`config.mk`:
```
export PLATFORM = sky130hd
export DESIGN_NAME = branch_resolve
export DESIGN_NICKNAME = d
export VERILOG_FILES = /design/src/rtl/riscv_pkg.sv /design/src/rtl/branch_cmp.sv /design/src/rtl/branch_resolve.sv
export SDC_FILE = /design/constraint.sdc
export NUM_CORES = 1
export LEC_CHECK = 0
export ABC_CLOCK_PERIOD_IN_PS = 6400
export CAP_MARGIN = 20
export CORE_ASPECT_RATIO = 0.9
export CORE_MARGIN = 4
export CORE_UTILIZATION = 48
export CTS_BUF_LIST = sky130_fd_sc_hd__clkbuf_16
export DETAILED_ROUTE_END_ITERATION = 10
export GPL_TIMING_DRIVEN = 0
export PLACE_DENSITY = 0.82
export SLEW_MARGIN = 30
export SYNTH_ARGS = -nofsm -noshare
export SYNTH_HDL_FRONTEND = slang
export SYNTH_SLANG_ARGS = --single-unit
```
`constraint.sdc`:
```
create_clock -name CLK -period 6.4 [get_ports CLK]
set_clock_uncertainty 0.2 [all_clocks]
set_input_delay 1.28 -clock CLK [delete_from_list [all_inputs] [get_ports CLK]]
set_output_delay 1.28 -clock CLK [all_outputs]
set_load 0.01 [all_outputs]
```
`src/rtl/riscv_pkg.sv`:
```
// Shared control-flow definitions: opcodes, branch condition encodings and
// the resolver state enum.
package riscv_pkg;

  localparam logic [6:0] OP_JAL    = 7'b1101111;
  localparam logic [6:0] OP_JALR   = 7'b1100111;
  localparam logic [6:0] OP_BRANCH = 7'b1100011;

  localparam logic [2:0] F3_BEQ  = 3'b000;
  localparam logic [2:0] F3_BNE  = 3'b001;
  localparam logic [2:0] F3_BLT  = 3'b100;
  localparam logic [2:0] F3_BGE  = 3'b101;
  localparam logic [2:0] F3_BLTU = 3'b110;
  localparam logic [2:0] F3_BGEU = 3'b111;

  typedef enum logic {
    IDLE    = 1'b0,
    RESOLVE = 1'b1
  } state_t;

  function automatic logic is_ctrl_flow(input logic [6:0] op);
    return (op == OP_JAL) || (op == OP_JALR) || (op == OP_BRANCH);
  endfunction

endpackage

```
`src/rtl/branch_cmp.sv`:
```
// Combinational branch condition evaluator; reserved encodings are not-taken.
module branch_cmp
  import riscv_pkg::*;
(
  input  logic [31:0] a,
  input  logic [31:0] b,
  input  logic [2:0]  funct3,
  output logic        take
);

  always_comb begin
    take = 1'b0;
    case (funct3)
      F3_BEQ:  take = (a == b);
      F3_BNE:  take = (a != b);
      F3_BLT:  take = ($signed(a) < $signed(b));
      F3_BGE:  take = ($signed(a) >= $signed(b));
      F3_BLTU: take = (a < b);
      F3_BGEU: take = (a >= b);
      default: take = 1'b0;
    endcase
  end

endmodule

```
`src/rtl/branch_resolve.sv`:
```
// Branch/jump resolver with one-cycle registered result.
// Optional BRANCH_RESOLVE_STATS_EN adds saturating resolve/taken counters.
module branch_resolve
  import riscv_pkg::*;
(
  input  logic        CLK,
  input  logic        RESET,
  input  logic [6:0]  OP,
  input  logic [2:0]  funct3,
  input  logic [31:0] rs1_val,
  input  logic [31:0] rs2_val,
  input  logic [31:0] imm,
  input  logic [31:0] IP,
  output logic        b_taken,
  output logic [31:0] up_amt,
  output logic [31:0] link_addr,
  output logic        resolve_valid,
  output logic        misalign
`ifdef BRANCH_RESOLVE_STATS_EN
  ,
  output logic [15:0] resolve_cnt,
  output logic [15:0] taken_cnt
`endif
);

  state_t      state_reg, state_next;
  logic        b_taken_reg, b_taken_next;
  logic [31:0] up_amt_reg, up_amt_next;
  logic [31:0] link_reg, link_next;
  logic        mis_reg, mis_next;

  logic        cmp_take;
  logic        res_taken;
  logic [31:0] res_amt;
  logic [31:0] res_link;
  logic [31:0] res_target;
  logic [31:0] jalr_target;

  branch_cmp u_cmp (
    .a      (rs1_val),
    .b      (rs2_val),
    .funct3 (funct3),
    .take   (cmp_take)
  );

  assign jalr_target = (rs1_val + imm) & ~32'd1;

  always_comb begin
    res_taken = 1'b0;
    res_amt   = 32'd0;
    res_link  = 32'd0;
    case (OP)
      OP_JAL: begin
        res_taken = 1'b1;
        res_amt   = imm;
        res_link  = IP + 32'd4;
      end
      OP_JALR: begin
        res_taken = 1'b1;
        res_amt   = jalr_target - IP;
        res_link  = IP + 32'd4;
      end
      OP_BRANCH: begin
        res_taken = cmp_take;
        res_amt   = cmp_take ? imm : 32'd0;
      end
      default: ;
    endcase
  end

  assign res_target = IP + res_amt;

  always_comb begin
    state_next   = state_reg;
    b_taken_next = 1'b0;
    up_amt_next  = 32'd0;
    link_next    = 32'd0;
    mis_next     = 1'b0;
    case (state_reg)
      IDLE: begin
        if (is_ctrl_flow(OP)) begin
          state_next = RESOLVE;
          link_next  = res_link;
          // A misaligned target suppresses the redirect but keeps the link value
          if (res_taken && (res_target[1:0] != 2'b00)) begin
            mis_next = 1'b1;
          end else begin
            b_taken_next = res_taken;
            up_amt_next  = res_amt;
          end
        end
      end
      RESOLVE: state_next = IDLE;
      default: state_next = IDLE;
    endcase
  end

  always_ff @(posedge CLK) begin
    if (RESET) begin
      state_reg   <= IDLE;
      b_taken_reg <= 1'b0;
      up_amt_reg  <= 32'd0;
      link_reg    <= 32'd0;
      mis_reg     <= 1'b0;
    end else begin
      state_reg   <= state_next;
      b_taken_reg <= b_taken_next;
      up_amt_reg  <= up_amt_next;
      link_reg    <= link_next;
      mis_reg     <= mis_next;
    end
  end

  assign b_taken       = b_taken_reg;
  assign up_amt        = up_amt_reg;
  assign link_addr     = link_reg;
  assign misalign      = mis_reg;
  assign resolve_valid = (state_reg == RESOLVE);

`ifdef BRANCH_RESOLVE_STATS_EN
  logic [15:0] resolve_cnt_reg;
  logic [15:0] taken_cnt_reg;
  logic        capture;

  assign capture = (state_reg == IDLE) && (state_next == RESOLVE);

  always_ff @(posedge CLK) begin
    if (RESET) begin
      resolve_cnt_reg <= 16'd0;
      taken_cnt_reg   <= 16'd0;
    end else if (capture) begin
      if (resolve_cnt_reg != 16'hFFFF) resolve_cnt_reg <= resolve_cnt_reg + 16'd1;
      if (b_taken_next && (taken_cnt_reg != 16'hFFFF)) taken_cnt_reg <= taken_cnt_reg + 16'd1;
    end
  end

  assign resolve_cnt = resolve_cnt_reg;
  assign taken_cnt   = taken_cnt_reg;
`endif

endmodule

```
# [Word level (Yosys, flattened, before mapping)]
# Cells that the tools add are included.
[totals] out_inout_bits=67 elab_cells=42 reg_bits=67 inputBits=140
[classes] n_bitwise=3 muxes=7 reduce_logical=9 magnitude_cmp=4 addsub=4 eq_ne=10
[op_table] cell="one-hot mux 32 bit (3 select lines)" n=1
[op_table] cell="greater-or-equal comparator 32 bit" n=2
[op_table] cell="< comparator 32 bit" n=2
[op_table] cell="adder 32 x 3 -> 32 bit (second input constant)" n=1
[op_table] cell="adder 32 bit" n=1
[op_table] cell="== test 32 bit" n=1
[op_table] cell="2-to-1 mux 32 bit" n=1
[op_table] cell="inequality test 32 bit" n=1
[op_table] cell="subtractor 32 bit" n=1
[op_table] cell="== test 7 bit (second input constant)" n=3
[op_table] cell="== test 3 bit (second input constant)" n=4
[op_table] cell="OR reduction 4 bit" n=2
[op_table] cell="one-hot mux 1 bit (6 select lines)" n=1
[op_table] cell="one-hot mux 1 bit (2 select lines)" n=2
[op_table] cell="== test 3 x 1 -> 1 bit (second input constant)" n=1
[op_table] cell="zero test 3 bit" n=1
[op_table] cell="NOT 1 bit" n=3
[op_table] cell="OR reduction 3 bit" n=1
[op_table] cell="adder 2 bit" n=1
[op_table] cell="logical OR 1 bit" n=2
[op_table] cell="2-to-1 mux 1 bit" n=2
[op_table] cell="nonzero test 2 bit" n=1
[op_table] cell="OR reduction 2 bit" n=1
[op_table] cell="logical AND 1 bit" n=1

# [Longest topological paths before layout]
# Gate-level depths: netlist of run 1.
[depth] ltp_word=8 ltp_mapped=22 depth_no_buf=22

# [Cells and area by module]
# From an unflattened synthesis of run 1, not the netlist that was laid out.
[hier_totals] hier_cells=804 hier_area_um2=6480.0
[by_module_without_submodules] module="branch_resolve" seq_area_each_um2=1341.3 cells_per_inst=676 n_inst=1 area_per_inst_um2=5556.6
[by_module_without_submodules] module="branch_cmp" seq_area_each_um2=0.0 cells_per_inst=128 n_inst=1 area_per_inst_um2=923.4

# [Worst setup path before layout of run 1]
# Ideal clock, no wire load.
[synth_timing] kind="input to register" start="input port rs1_val[2]" end="register up_amt_reg[31], in the netlist up_amt[31]" stages=20 setup_ps=92 arrival_ps=5135 required_time_ps=6108 setup_slack_ps=973 n_path_buf=0 path_cell_list="ha_1 -> nor2b_1 -> o21a_1 -> o21ai_0 -> a31oi_1 -> a211oi_1 -> o211ai_1 -> a31oi_1 -> xnor2_1 -> ha_1 -> a21o_1 -> a21o_1 -> a21oi_1 -> o21ai_0 -> a21oi_1 -> o21ai_1 -> a221oi_1 -> o21ai_0 -> nand2b_1 -> a311oi_1"
[synth_via] elab_chain_len=8 elab_cells_between_ends=16 cone_classes="3 x add/sub; 4 x order compare; 2 x eq/ne; 4 x mux; 3 x reduce/logical"
[synth_lines] item="start: declaration" line_no="branch_resolve.sv:10" rtl="input logic [31:0] rs1_val,"
[synth_lines] item="greater-or-equal comparator 32 bit, or another cell as far along" line_no="branch_cmp.sv:19" rtl="F3_BGEU: take = (a >= b);"
[synth_lines] item="one-hot mux 1 bit (6 select lines)" line_no="branch_cmp.sv:13" rtl="case (funct3)"
[synth_lines] item="2-to-1 mux 32 bit" line_no="branch_resolve.sv:65" rtl="res_amt = cmp_take ? imm : 32'd0;"
[synth_lines] item="one-hot mux 32 bit (3 select lines)" line_no="branch_resolve.sv:52" rtl="case (OP)"
[synth_lines] item="adder 2 bit" line_no="branch_resolve.sv:71" rtl="assign res_target = IP + res_amt;"
[synth_lines] item="nonzero test 2 bit" line_no="branch_resolve.sv:85" rtl="if (res_taken && (res_target[1:0] != 2'b00)) begin"
[synth_lines] item="logical AND 1 bit" line_no="branch_resolve.sv:85"
[synth_lines] item="OR reduction 4 bit (no source line)"
[synth_lines] item="end signal: assignment" line_no="branch_resolve.sv:108" rtl="up_amt_reg <= up_amt_next;"
[synth_lines] item="end: declaration" line_no="branch_resolve.sv:28" rtl="logic [31:0] up_amt_reg, up_amt_next;"
# Several ways; a longest one is shown, not always the timed one.
# A chain may end at the register's enable or synchronous reset.

# [Final worst setup path of run 1]
[layout_timing] start="input port rs1_val[2]" end="register up_amt_reg[23], in the netlist up_amt[23]"
# The elaborated chain is that of the path after synthesis.

==> flow_summary_export.csv, run 1 <==
group,metric,value,unit
floorplanning,core_area,0.0135,mm^2
synth,synth_flop_cell,"dfxtp_1",
sta,finalSetupViolCount,0,
synth,netlist.area_leader.share,20.0,%
setup_path,crit_fanout,5,
detailed_routing,drc,0,
layout,design_area,0.00928,mm^2
setup_path,cp-end-kind,"flip-flop",
synth,avgSynthCellArea,7.98,um^2
setup_path,worstPathCellList,"clkdlybuf4s50_1, ha_1, nor2b_1, o21a_1, o21ai_0, a31oi_2, o211ai_1, nand2_1, a21o_1, a21oi_1, xnor2_1, ha_1, a21o_1, a21o_1, a21oi_1, o21ai_0, a31oi_2, o21bai_1, a21oi_1, o2111ai_1, a311oi_1",
synth,synth_cell_types,69,
setup_path,slowest_stage,"clkdlybuf4s50_1",
setup_path,cp.required,6.42,ns
setup_path,arrival,6.21,ns
setup_path,slowest_delay,0.47,ns
synth,syn_nets,1075,
layout,nNetsFinal,1292,
setup_path,crit_path_start_kind,"input port",
clocking,clockBufferDepth,2,
global_route,grt.total_usage,26.9,%
floorplanning,std_cell_rows,40,
global_route,grt_max_degree,11,
synth,syn-cell-area,0.00669,mm^2
floorplanning,ios,207,
sta,report.final.slew_viol_count,0,
clocking,cts-root-buf,"clkbuf_16",
sta,layout_min_cycle_time,6.19,ns
detailed_routing,vias_per_cell,5.65,
layout,drive_gt1_share,6.60,%
clocking,cts.sinks,67,
sta,rsz0062_at_grt,"false",
clocking,cts.reportedPaths.clkPinSlew,0.06,ns
pwr,peakVddDrop,156,uV
place,place.gp.congestion,0.934,
synth,synth_most_common_cell,"ha_1",
clocking,h-tree-depth,3,
global_route,grt_pass1_vias,6669,
layout,postLayoutCoreUtil,68.6,%
global_route,antenna_found_initial,0,
pwr,p_leak,3.88,nW
floorplanning,die-width,132,um
detailed_routing,wl_per_cell,17.8,um
place,numPortBuffers,205,
synth,async_flop_share,0,%
layout,num_antenna_cells,0,
floorplanning,dieHeight,120,um
sta,fin_hold_ws,0.709,ns
synth,yosys-top-cells-count,"94 x ha_1, 92 x inv_1, 76 x a21oi_1",
global_route,gr-total-overflow,0,
synth,synth_warnings,0,
setup_path,cp_top_family,"compound AO/OA/AOI/OAI gates",
synth,yosys.area.top_type,"dfxtp_1",
synth,yosys-top-cells-area,"dfxtp_1 20%, ha_1 18%, xnor2_1 8.5%, a21oi_1 5.7%, inv_1 5.2%",
clocking,cts_made_buffers,9,
floorplanning,dieArea,0.0159,mm^2
sta,period_share,96.7,%
floorplanning,start_util,49.5,%
layout,syn_to_final_growth,38.6,%
detailed_routing,via_count,6935,
outcome,outcome,"complete, no violations",
sta,timing.fmax,0.162,GHz
run,cap_violations,0,
detailed_routing,drt-total-wl,21.9,mm
synth,synth_seq_cells,67,
clocking,insertion_delay,0.35,ns
clocking,cts_tree,"yes",
worst_hold_path,hold_class,"reg2reg",
sta,finalHoldViolCount,0,
synth,yosysSeqAreaShare,20.0,%
sta,relSlewSlack,33.1,%
setup_path,crit_buf_inv,1,
detailed_routing,first_pass_iters,5,
sta,worst_pin_slew,1.00,ns
place,placed_area,0.00896,mm^2
detailed_routing,drtAntennaViolNets,0,
pwr,p_per_area,180,mW/mm^2
synth,syn_inst,839,
setup_path,worstSetupPathType,"in2reg",
sta,setup_tns,0,ns
place,hpwl,17.7,mm
synth,synth_edf_count,0,
detailed_routing,drt-initial-drc-count,460,
global_route,grt_pass1_wl,34.0,mm
[placed cells by master, fill, tap and decap left out, drive strengths merged, types with 3 or more instances in the layout]
| master | n |
|---|---|
| and3 | 9 |
| buf | 5 |
| a31oi | 5 |
| nand2b | 6 |
| or3 | 6 |
| clkinv | 3 |
| nand4 | 13 |
| nor3 | 39 |
| dfxtp | 67 |
| nand3 | 35 |
| a221oi | 3 |
| nor2b | 5 |
| or2 | 3 |
| a211oi | 7 |
| o211ai | 5 |
| o21a | 11 |
| xnor2 | 65 |
| nor2 | 63 |
| xor2 | 15 |
| a311oi | 5 |
| o41ai | 3 |
| a22oi | 24 |
| o2111ai | 3 |
| o21ai | 32 |
| nand2 | 52 |
| nor3b | 5 |
| ha | 94 |
| clkdlybuf4s50 | 205 |
| a21oi | 76 |
| o31a | 3 |
| inv | 94 |
| a21o | 33 |
| and2 | 3 |
| o21bai | 9 |
| clkbuf | 22 |
[layout make-up]
class | instances | area, um^2
multi-input cells | 663 | 4950
fillers | 1127 | 4240
repair buffers | 206 | 2060
flip-flops and latches | 67 | 1340
inverters | 92 | 345
clock buffers | 9 | 225
well taps | 168 | 210
plain buffers | 17 | 93.8
clock inverters | 6 | 50.0
[where the power goes]
part | leakage [nW] | switching [W] | internal (W)
Sequential | 0.540 | 0.000000226 | 0.000418
Combinational | 3.20 | 0.000408 | 0.000364
Clock | 0.143 | 0.000191 | 0.000293
[worst reg2reg max path: cells and delay by family (launching register included)]
| kind | cells | cell delay, ns |
|---|---|---|
| compound gates | 1 | 0.33 |
| buf+inv | 1 | 0.81 |
| flops | 1 | 0.38 |
| simple gates | 2 | 0.20 |
[kinds of logic after synthesis]
| kind of cell | count (synthesis) | share of synthesized area, % |
|---|---|---|
| buffers and inverters | 109 | 6.56 |
| AND/OR/NAND/NOR | 245 | 20.1 |
| multiplexers | 3 | 0.542 |
| AO/OA/AOI/OAI | 239 | 24.1 |
| adder cells (fa/ha/maj) | 96 | 18.2 |
| XOR/XNOR | 80 | 10.5 |
| flip-flops | 67 | 20.0 |
[what timing repair did]
item | in CTS | in global routing
resized for setup | 1 | 6
setup endpoints to repair | 3 | 7
pin swaps | 0 | 1
buffers inserted | 0 | 1
hold buffers | 0 | 0
[routing by layer]
| layer | global-route usage (%) | part of all wire, % | vias to the layer above |
|---|---|---|---|
| li1 | - | - | 3448 |
| met3 | 6.83 | 8.4 | 49 |
| met5 | 0 | 0 | - |
| met2 | 45.1 | 46 | 278 |
| met4 | 8.90 | 2.8 | 0 |
| met1 | 33.7 | 43 | 3160 |
[final timing paths]
| kind | from | endpoint | slack [ns] | depth (start not counted) |
|---|---|---|---|---|
| max | rs1_val[2] | up_amt[23] | 0.21 | 21 |
| min | resolve_valid | link_addr[14] | 0.71 | 3 |
| max reg2reg | resolve_valid | up_amt[22] | 4.31 | 4 |
| min reg2reg | resolve_valid | link_addr[14] | 0.71 | 3 |
[per-stage QoR]
stage | setup slack (ns) | total power (W) | cells
after CTS | 0.00105 | 0.00166 | 1227
after floorplan | 0.973 | 0.000951 | 839
after global placement | -0.401 | 0.00116 | 1212
after detailed placement | -0.455 | 0.00117 | 1212
final | 0.212 | 0.00167 | 1228
after global routing | 0.0200 | 0.00177 | 1228
No activity file was read; power rests on OpenSTA's default activity.
==> run 2: changes to the inputs <==
- REMOVE_ABC_BUFFERS: not set -> 1
==> run 2 against run 1 <==
Critical path depth unchanged. Via count is 1.0% lower. Sequential share of layout area is 0.060 points lower. Combinational power barely moved. Clock-buffer cell count is the same.
==> flow_summary_export.csv, run 2 (synthesis results as in run 1) <==
group,metric,value,unit
detailed_routing,drtAntennaViolNets,0,
setup_path,critPathLaunch,"rs1_val[2]",
clocking,cts.sinks,67,
floorplanning,start_util,49.5,%
clocking,h-tree-depth,3,
pwr,p_per_area,175,mW/mm^2
outcome,outcome,"complete, no violations",
layout,design_area,0.00932,mm^2
setup_path,crit_fanout,6,
sta,setup_tns,0,ns
sta,fin_ws,0.281,ns
sta,layout_min_cycle_time,6.12,ns
layout,final_cell_mix,"206 x clkdlybuf4s50_1, 94 x ha_1, 93 x inv_1",
clocking,cts_made_buffers,9,
setup_path,worstSetupPathType,"in2reg",
layout,nNetsFinal,1285,
floorplanning,dieArea,0.0159,mm^2
worst_hold_path,hold_class,"reg2reg",
floorplanning,dieHeight,120,um
detailed_routing,drt-total-wl,21.2,mm
clocking,insertion_delay,0.34,ns
layout,num_antenna_cells,0,
clocking,cts_tree,"yes",
sta,relSlewSlack,47.8,%
sta,report.final.slew_viol_count,0,
global_route,grt.total_usage,26.1,%
detailed_routing,drt-initial-drc-count,499,
sta,period_share,95.6,%
floorplanning,core_area,0.0135,mm^2
floorplanning,die-width,132,um
setup_path,rr_startpoint,"resolve_valid",
detailed_routing,first_pass_iters,5,
setup_path,cp.required,6.44,ns
clocking,cts_hold_buf,0,
floorplanning,ios,207,
sta,fin_hold_ws,0.598,ns
place,place.gp.congestion,1.01,
place,numPortBuffers,206,
worst_hold_path,min-delay-start,"resolve_valid",
detailed_routing,vias_per_cell,5.63,
run,cap_violations,0,
layout,mostFrequentLayoutCell,"clkdlybuf4s50_1",
layout,drive_gt1_share,7.51,%
place,hpwl,17.5,mm
place,placed_area,0.00901,mm^2
clocking,clockBufferDepth,2,
setup_path,cp-end-kind,"flip-flop",
layout,postLayoutCoreUtil,68.9,%
setup_path,crit_path_start_kind,"input port",
sta,finalSetupViolCount,0,
global_route,grt_max_degree,33,
sta,finalHoldViolCount,0,
global_route,antenna_found_initial,0,
global_route,grt_pass1_wl,33.5,mm
clocking,cts-root-buf,"clkbuf_16",
clocking,cts.reportedPaths.clkPinSlew,0.05,ns
detailed_routing,drc,0,
sta,timing.fmax,0.163,GHz
place,pre_cts_ws,-0.472,ns
sta,worst_pin_slew,0.777,ns
detailed_routing,wl_per_cell,17.3,um
global_route,grt_pass1_vias,6672,
setup_path,arrival,6.16,ns
pwr,peakVddDrop,135,uV
detailed_routing,via_count,6863,
layout,syn_to_final_growth,39.2,%
global_route,gr-total-overflow,0,
pwr,p_leak,3.88,nW
floorplanning,std_cell_rows,40,
==> run 2: stage by stage <==
step	instances	total power, W
floorplan	822	0.000949
global placement	1196	0.00116
detailed placement	1205	0.00117
CTS	1219	0.00162
global route	1220	0.00173
finish	1220	0.00163
==> run 2: worst paths after layout <==
| kind | slack, ns | cells after the start | endpoint |
|---|---|---|---|
| min reg2reg | 0.60 | 3 | up_amt[1] |
| min | 0.60 | 3 | up_amt[1] |
| max reg2reg | 4.44 | 6 | up_amt[23] |
| max | 0.28 | 21 | up_amt[31] |
==> run 2: cell type report <==
cell class              count  area (um^2)
clock buffers               9          225
well taps                 168          210
clock inverters             5         23.8
fillers                  1097         4200
repair buffers            216         2180
flip-flops and latches     67         1340
inverters                  92          345
multi-input cells         663         4980
==> run 2: timing repair <==
item / 4_1_cts / 5_1_grt
pin swaps: 0 / 1
endpoints found under the hold margin: 0 / 0
endpoints found under the setup margin: 1 / 3
resized for setup: 2 / 7
buffers inserted: 0 / 1
gates cloned: 0 / 0
==> run 2: metal layers <==
layer	wire length, um	share of wire (%)	global-route usage (%)
met1	9300	44	33.3
met2	9590	45	43.1
met3	1700	8.0	5.70
met4	570	2.7	9.94
met5	0	0	0
==> run 2: where the power goes <==
group / leakage, nW / internal, W / switching [W]
clock network: 0.123 / 0.000253 / 0.000187
logic: 3.22 / 0.000365 / 0.000409
registers: 0.540 / 0.000418 / 0.000000195
total: 3.88 / 0.00104 / 0.000596
==> run 2: worst max-delay path, cell delays in order <==
cell,delay (ns)
clkdlybuf4s50_1,0.46
ha_1,0.35
nor2b_1,0.14
o21a_1,0.18
o21ai_1,0.28
a31oi_4,0.17
a211oi_4,0.35
o211ai_1,0.18
a31oi_2,0.28
xnor2_1,0.17
ha_1,0.33
a21o_1,0.20
a21o_1,0.16
a21oi_1,0.15
o21ai_0,0.21
a21oi_1,0.19
o21ai_1,0.12
a221oi_2,0.33
o21ai_0,0.18
nand2b_1,0.17
a311oi_1,0.28
==> run 3: changes to the inputs <==
- MAX_ROUTING_LAYER: not set -> met4
==> run 3 against run 2 <==
Power increased by 3.3%. Final cell count rose by 0.33%. Clock power increased by 12%. First-iteration DRC count fell by 17%. Sequential power about the same. Sequential cell count stayed put. Hold slack lost 0.0051 ns. Via count fell by 1.1%. Clock-buffer cell count is the same. Combinational power is essentially flat. Critical path type unchanged. Largest power group unchanged. Highest routed layer unchanged.
==> flow_summary_export.csv, run 3 (synthesis results as in run 1) <==
group,metric,value,unit
place,numPortBuffers,206,
run,cap_violations,0,
worst_hold_path,hold_class,"reg2reg",
pwr,p_total,0.00168,W
layout,mostFrequentLayoutCell,"clkdlybuf4s50_1",
detailed_routing,drt-initial-drc-count,415,
pwr,power_frac_seq,24.8,%
pwr,p_per_area,180,mW/mm^2
place,place.gp.congestion,1.00,
layout,num_antenna_cells,0,
setup_path,cp-end-kind,"flip-flop",
setup_path,ff2ff_setup_slack,4.53,ns
floorplanning,die-width,132,um
sta,finalHoldViolCount,0,
clocking,cts_tree,"yes",
place,placed_area,0.00901,mm^2
pwr,peakVddDrop,121,uV
detailed_routing,drt-total-wl,21.0,mm
layout,drive_gt1_share,7.95,%
sta,period_share,94.3,%
floorplanning,ios,207,
setup_path,cp_top_family,"compound AO/OA/AOI/OAI gates",
floorplanning,start_util,49.5,%
layout,syn_to_final_growth,40.1,%
global_route,grt_max_degree,33,
sta,worst_pin_slew,0.795,ns
clocking,h-tree-depth,3,
layout,nNetsFinal,1287,
pwr,p_sw,0.000601,W
clocking,cts-root-buf,"clkbuf_16",
setup_path,worstSetupPathType,"in2reg",
pwr,p_leak,3.92,nW
sta,finalSetupViolCount,0,
floorplanning,std_cell_rows,40,
layout,instances_no_fill,1224,
setup_path,arrival,6.08,ns
pwr,switching_share,35.7,%
detailed_routing,vias_per_cell,5.55,
place,hpwl,17.5,mm
clocking,cts_hold_buf,0,
global_route,grt_pass1_wl,32.8,mm
pwr,power.share.clock,29.3,%
setup_path,slowest_delay,0.47,ns
sta,layout_min_cycle_time,6.04,ns
global_route,grt.total_usage,26.4,%
floorplanning,dieHeight,120,um
layout,design_area,0.00938,mm^2
setup_path,crit_buf_inv,1,
place,dp_cells,1205,
setup_path,worstPathCellList,"clkdlybuf4s50_1, ha_1, a31o_2, a21oi_1, o31a_1, o21ai_1, o21a_1, o21ai_0, nand2b_1, a21oi_1, xnor2_1, ha_1, a21o_1, a21oi_1, o21ai_0, a31oi_2, o21ai_1, a221oi_2, o21ai_0, nand2b_1, a311oi_1",
detailed_routing,first_pass_iters,5,
detailed_routing,wl_per_cell,17.2,um
layout,multi_input_area,0.00499,mm^2
floorplanning,dieArea,0.0159,mm^2
setup_path,crit_fanout,4,
setup_path,cp.required,6.44,ns
sta,fin_ws,0.363,ns
layout,final_cell_mix,"206 x clkdlybuf4s50_1, 95 x inv_1, 94 x ha_1",
global_route,antenna_found_initial,0,
global_route,gr-total-overflow,0,
sta,timing.fmax,0.166,GHz
detailed_routing,drtAntennaViolNets,0,
sta,rsz0062_at_grt,"false",
clocking,clockBufferDepth,2,
detailed_routing,via_count,6790,
clocking,cts.sinks,67,
place,pre_cts_ws,-0.448,ns
layout,regArea,0.00134,mm^2
detailed_routing,drc,0,
setup_path,slowest_stage,"clkdlybuf4s50_1",
pwr,intPower,0.00108,W
clocking,cts.reportedPaths.clkPinSlew,0.05,ns
setup_path,crit_path_start_kind,"input port",
sta,report.final.slew_viol_count,0,
sta,relSlewSlack,46.9,%
global_route,grt_pass1_vias,6452,
pwr,comb_power_share,45.9,%
outcome,outcome,"complete, no violations",
clocking,insertion_delay,0.34,ns
clocking,cts_made_buffers,9,
layout,fillCellCount,1081,
sta,fin_hold_ws,0.593,ns
floorplanning,core_area,0.0135,mm^2
[run 3: routing by layer]
layer	up-vias	share of wire [%]	track usage [%]	wire, um
met5	-	0	-	0
met4	0	2.3	8.12	493
met3	33	6.9	6.12	1460
met2	245	46	42.5	9680
met1	3086	45	33.1	9400
li1	3426	-	-	-
[run 3: final cells by class]
cell class                 count  area share (%)
sequential                    67            14.3
clock buffer                   9            2.40
timing repair buffer         218            23.5
clock inverter                 7           0.667
inverter                      92            3.68
multi-input combinational    663            53.2
tap                          168            2.24
[run 3: what timing repair did]
item | 4_1_cts | 5_1_grt
buffers inserted | 0 | 3
gates resized for setup | 2 | 8
cloned | 0 | 0
endpoints found under the setup margin | 1 | 2
endpoints found under the hold margin | 0 | 0
pin swaps | 0 | 2
[run 3: worst reg2reg max path, cell delays in order, from the launching register on]
cell and delay, ns:
dfxtp_1 0.31, nor2_1 0.15, o211ai_1 0.28, buf_4 0.29, buf_2 0.19, buf_2 0.20, nor3_2 0.18
[run 3: worst paths after layout]
check	startpoint	to	cells past startpoint
worst min-delay path	resolve_valid	up_amt[30]	3
worst min register to register	resolve_valid	up_amt[30]	3
worst max register to register	resolve_valid	up_amt[12]	6
worst max-delay path	rs1_val[1]	up_amt[31]	21
[run 3: through the flow]
step	utilization, %	setup TNS (ns)
floorplan	-	0
global placement	65.7	-66.57
detailed placement	66.7	-0.655
CTS	68.9	0
global route	69.4	0
finish	69.4	0
[run 3: power by group through the flow]
stage                     combinational, W  sequential, W  clock, W
after floorplan                   0.000522       0.000428         0
after global placement            0.000735       0.000427         0
after detailed placement          0.000744       0.000427         0
after CTS                         0.000753       0.000418  0.000498
after global routing              0.000856       0.000418  0.000512
final                             0.000773       0.000418  0.000493
